--- config.mk ---
export PLATFORM = sky130hd
export DESIGN_NAME = ones_count_seq_flat
export DESIGN_NICKNAME = d
export VERILOG_FILES = /design/src/rtl/ones_count_pkg.sv /design/src/rtl/ones_count_seq_if.sv /design/src/rtl/popcnt15.sv /design/src/rtl/ones_count_seq.sv /design/src/flat_wrapper.sv
export SDC_FILE = /design/constraint.sdc
export NUM_CORES = 1
export LEC_CHECK = 0
export ABC_CLOCK_PERIOD_IN_PS = 3900
export CAP_MARGIN = 40
export CORE_MARGIN = 2
export CORE_UTILIZATION = 47
export CTS_CLUSTER_DIAMETER = 40
export CTS_CLUSTER_SIZE = 10
export DETAILED_ROUTE_END_ITERATION = 8
export GPL_TIMING_DRIVEN = 0
export PLACE_DENSITY_LB_ADDON = 0.2
export SETUP_SLACK_MARGIN = 0.2
export SYNTH_ARGS = -nofsm -noshare
export SYNTH_HDL_FRONTEND = slang
export SYNTH_SLANG_ARGS = --single-unit
--- constraint.sdc ---
create_clock -name clk -period 3.9 [get_ports clk]
set_input_delay 0.39 -clock clk [delete_from_list [all_inputs] [get_ports clk]]
set_output_delay 0.39 -clock clk [all_outputs]
set_load 0.005 [all_outputs]
--- src/rtl/ones_count_pkg.sv ---
// Shared constants and state encoding for the chunked ones counter.
// The popcount datapath is fixed at 15 inputs, which gives a 4-bit result.
`timescale 1ns/1ns
package ones_count_pkg;

    localparam int CHUNK_W  = 15;
    localparam int CHUNK_CW = 4;

    typedef enum logic [1:0] {
        IDLE = 2'd0,
        RUN  = 2'd1,
        DONE = 2'd2
    } state_t;

endpackage

--- src/rtl/ones_count_seq_if.sv ---
// Request/result bundle between a controller and the chunked ones counter.
// The controller drives start and data_in and reads back status and count.
`timescale 1ns/1ns
interface ones_count_seq_if #(
    parameter int NUM_CHUNKS = 4
);
    import ones_count_pkg::*;

    localparam int W  = CHUNK_W * NUM_CHUNKS;
    localparam int CW = $clog2(W + 1);

    logic          start;
    logic [W-1:0]  data_in;
    logic          ready;
    logic          busy;
    logic          done;
    logic [CW-1:0] count;

    modport master (
        output start,
        output data_in,
        input  ready,
        input  busy,
        input  done,
        input  count
    );

    modport slave (
        input  start,
        input  data_in,
        output ready,
        output busy,
        output done,
        output count
    );

endinterface

--- src/rtl/popcnt15.sv ---
// Combinational 15-input ones counter; the single shared datapath of the block.
// Built as a ripple of small adders so each stage stays 4 bits wide.
`timescale 1ns/1ns
module popcnt15
    import ones_count_pkg::*;
(
    input  logic [CHUNK_W-1:0]  bits,
    output logic [CHUNK_CW-1:0] ones
);

    logic [CHUNK_CW-1:0] partial [CHUNK_W+1];

    assign partial[0] = '0;

    genvar gi;
    generate
        for (gi = 0; gi < CHUNK_W; gi++) begin : g_sum
            assign partial[gi+1] = partial[gi] + CHUNK_CW'(bits[gi]);
        end
    endgenerate

    assign ones = partial[CHUNK_W];

endmodule

--- src/rtl/ones_count_seq.sv ---
// Multi-cycle ones counter: captures a NUM_CHUNKS*15-bit word and runs one 15-bit
// chunk per cycle (LSB chunk first) through a shared popcount, accumulating the total.
`timescale 1ns/1ns
module ones_count_seq
    import ones_count_pkg::*;
#(
    parameter int NUM_CHUNKS = 4
) (
    input  logic             clk,
    input  logic             rst,
    ones_count_seq_if.slave  bus
);

    localparam int W  = CHUNK_W * NUM_CHUNKS;
    localparam int CW = $clog2(W + 1);
    localparam int IW = (NUM_CHUNKS > 1) ? $clog2(NUM_CHUNKS) : 1;

    state_t              state_reg;
    state_t              state_next;
    logic [W-1:0]        shift_reg;
    logic [CW-1:0]       acc_reg;
    logic [IW-1:0]       idx_reg;
    logic [CHUNK_CW-1:0] chunk_ones;
    logic                last_chunk;
    logic                load;

    popcnt15 u_popcnt15 (
        .bits (shift_reg[CHUNK_W-1:0]),
        .ones (chunk_ones)
    );

    assign last_chunk = (idx_reg == IW'(NUM_CHUNKS - 1));
    // A start is only honoured outside RUN, so a request mid-job has no effect.
    assign load       = bus.start && (state_reg != RUN);

    always_ff @(posedge clk or posedge rst) begin
        if (rst) begin
            state_reg <= IDLE;
        end else begin
            state_reg <= state_next;
        end
    end

    always_comb begin
        state_next = state_reg;
        case (state_reg)
            IDLE:    if (bus.start) state_next = RUN;
            RUN:     if (last_chunk) state_next = DONE;
            DONE:    state_next = bus.start ? RUN : IDLE;
            default: state_next = IDLE;
        endcase
    end

    always_comb begin
        bus.ready = 1'b1;
        bus.busy  = 1'b0;
        bus.done  = 1'b0;
        case (state_reg)
            RUN: begin
                bus.ready = 1'b0;
                bus.busy  = 1'b1;
            end
            DONE:    bus.done = 1'b1;
            default: ;
        endcase
    end

    always_ff @(posedge clk or posedge rst) begin
        if (rst) begin
            shift_reg <= '0;
            acc_reg   <= '0;
            idx_reg   <= '0;
        end else if (load) begin
            shift_reg <= bus.data_in;
            acc_reg   <= '0;
            idx_reg   <= '0;
        end else if (state_reg == RUN) begin
            acc_reg   <= acc_reg + CW'(chunk_ones);
            shift_reg <= shift_reg >> CHUNK_W;
            idx_reg   <= idx_reg + IW'(1);
        end
    end

    // The accumulator doubles as the result register and holds until the next load.
    assign bus.count = acc_reg;

endmodule

--- src/flat_wrapper.sv ---
// flat-port wrapper written by rule: the top's interface ports become plain ports
module ones_count_seq_flat import ones_count_pkg::*;
#(
    parameter int NUM_CHUNKS = 4
)
  (clk, rst, bus_start, bus_data_in, bus_ready, bus_busy, bus_done, bus_count);
  ones_count_seq_if #(.NUM_CHUNKS(NUM_CHUNKS)) bus_i ();
  input  logic clk;
  input  logic rst;
  input wire logic [$bits(bus_i.start)-1:0] bus_start;
  input wire logic [$bits(bus_i.data_in)-1:0] bus_data_in;
  output wire logic [$bits(bus_i.ready)-1:0] bus_ready;
  output wire logic [$bits(bus_i.busy)-1:0] bus_busy;
  output wire logic [$bits(bus_i.done)-1:0] bus_done;
  output wire logic [$bits(bus_i.count)-1:0] bus_count;
  assign bus_i.start = bus_start;
  assign bus_i.data_in = bus_data_in;
  assign bus_ready = bus_i.ready;
  assign bus_busy = bus_i.busy;
  assign bus_done = bus_i.done;
  assign bus_count = bus_i.count;
  ones_count_seq #(.NUM_CHUNKS(NUM_CHUNKS)) u_core (.clk(clk), .rst(rst), .bus(bus_i));
endmodule
==> out/metrics.cfg <==
[grt]
grtUsageMet2_pct=30.4
grt-ovfl-total=0
grtUsageMet3_pct=4.73
grt_pass1_wl_mm=13.0
antenna_found_initial=0
grt_max_degree=46
gr-usage-all-layers_pct=19.9
grt_busiest_layer=met2
grt_pass1_vias=2676
gr-usage-met1_pct=28.3

[drt]
routed_wl_mm=7.92
vias=2658
drc=0
drt_iter0_drc=166
ant_nets=0
routedWlPerCell_um=15.1
viasPerCell=5.06
firstDrtPassIters=4

[floorplanning]
coreArea_mm2=0.00729
die_w_um=91.1
row_count=31
initial_core_util_pct=48.9
ioPinCount=72
die_area_mm2=0.00831
dieHeight_um=91.1

[logic_synthesis]
synth_top_area_share_pct=49.1
synth_edf_count=0
synth_seq_cells=70
netlist_instances=337
synthTopCellsByArea=dfrtp_1 49%, mux2i_1 17%, o21ai_0 7.3%
synth.distinct_cells=32
synth_area_per_cell_um2=10.6
synth.net_count=421
yosys_warnings=0
yosysSeqAreaShare_pct=49.1
synth_area_leader_cell=dfrtp_1
synthArstFlopShare_pct=100
synth_ff_type=dfrtp_1
syn-cell-area_mm2=0.00357

[sta]
worst_pin_slew_ps=462
hold_viol_final=0
max_clock_freq_ghz=0.266
drv_slew=0
clock_skew_ps=4.45
post-route-period-util_pct=96.4
finalSetupTns_ps=0
min_period_ps=3760
rsz0062_at_grt=true
slew_headroom_pct=69.2
setup_viol=0

[critical_path]
crit_fanout=2
path_class=reg -> reg
cpMaxStageDelayCell=fa_1
critPathMaxStageDelay_ps=530
worstReg2RegEnd=u_core.bus.count[4]
rrSetupSlack_ps=140
critPathMostFrequentCell=fa_1
cp-start-kind=flop
crit_path_start=u_core.shift_reg[3]
crit_chain=fa_1 -> inv_1 -> fa_1 -> fa_1 -> fa_1 -> inv_1 -> ha_2 -> inv_2 -> fa_2 -> nor2b_4 -> o21a_1 -> or3_1 -> a31o_1
reg2reg_from=u_core.shift_reg[3]
reg2regPathDepth=13
cp.required_ps=4140
cp.arrival_ps=4000
end_kind=flop

[clock_network]
cts_htree_levels=3
cts-buffers-inserted=9
cts_tree=yes
clock_latency_ps=340
cts_root_buf=clkbuf_8
cts_buffer_depth=2
cts.clk_slew.worst_paths_ps=70
cts_sinks=70

[layout]
drive_gt1_share_pct=9.62
largest_reg_flops=60
diodes=0
syn_to_final_growth_pct=30.2
finalNetCount=505

[power]
power_mw=4.55
ir_drop_mv=0.583
powerDensity_mw_per_mm2=979
p_leak_nw=2.24

[placement]
gp_congestion=0.860
hpwl_mm=6.00
port_buffers=70

[outcome]
status=finished clean

[flow_run]
cap_violations=0

[worst_hold_path]
hp-class=in -> async

## worst max-delay path by stage
stage / end
floorplan: u_core.bus.count[4]
global placement: u_core.bus.count[4]
detailed placement: u_core.bus.count[4]
CTS: u_core.bus.count[4]
global route: u_core.bus.count[4]
finish: u_core.bus.count[4]
## synth_stat cells (all sizes together), types with 2 or more instances
cell type and count:
inv 26, nand2b 2, nand3 3, clkbuf 4
ha 10, buf 16, a21oi 2, nor2b 2
nand2 49, nor2 16, fa 11, o21ai 52
mux2i 60, dfrtp 70
## routing by layer
metal / wire, µm / up-vias
met1: 3800 / 1277
li1: - / 1304
met4: 103 / 0
met5: 0 / -
met3: 363 / 9
met2: 3660 / 68
## placed cells by master, fill, tap and decap left out, types with 11 or more instances in the layout
cell	instances
buf_2	15
clkbuf_8	11
clkdlybuf4s50_1	70
dfrtp_1	70
inv_1	23
mux2i_1	60
nand2_1	49
nor2_1	16
o21ai_0	51
## cell families after synthesis
group | synth area share [%]
fa+ha+maj | 9.68
flops | 49.1
xor+xnor | 0.245
mux | 16.8
simple gates | 9.01
buf+inv | 5.68
compound gates | 9.47
## report_power, final
| part | switching (mW) | leakage, nW | internal (mW) |
|---|---|---|---|
| clock | 0.266 | 0.0996 | 0.330 |
| combinational | 1.45 | 1.24 | 1.29 |
| sequential | 0.174 | 0.903 | 1.04 |
## final cells by class
cell class | instances | area, µm²
fill | 635 | 2650
timing repair buffer | 73 | 743
sequential | 70 | 1750
buffer | 20 | 101
multi-input combinational | 220 | 1620
clock buffer | 13 | 159
tap | 99 | 124
inverter | 27 | 104
clock inverter | 3 | 42.5
## worst max-delay path, delay by kind of cell, from the launching register on
kind	cells	cell delay, ps
adder cells (fa/ha/maj)	6	2400
flip-flops	1	400
AND/OR/NAND/NOR	2	360
AO/OA/AOI/OAI	2	340
buffers and inverters	3	150
## per-stage QoR
step	hold WS [ps]	setup WS, ps	std cells	area [µm²]	util [%]
2_1_floorplan	449	200	337	3570	-
5_1_grt	395	28.0	525	4650	63.7
6_report	367	140	525	4650	63.7
4_1_cts	372	81.0	525	4640	63.7
3_3_place_gp	460	73.0	506	4390	60.2
3_5_place_dp	465	49.0	507	4420	60.7
## repair_timing
action / in CTS / in global routing
pin swaps: 6 / 6
setup buffers: 2 / 0
resized for setup: 4 / 1
hold buffers: 0 / 0
setup endpoints to repair: 2 / 3
gates cloned: 0 / 0
No activity file was read; power rests on OpenSTA's default activity.
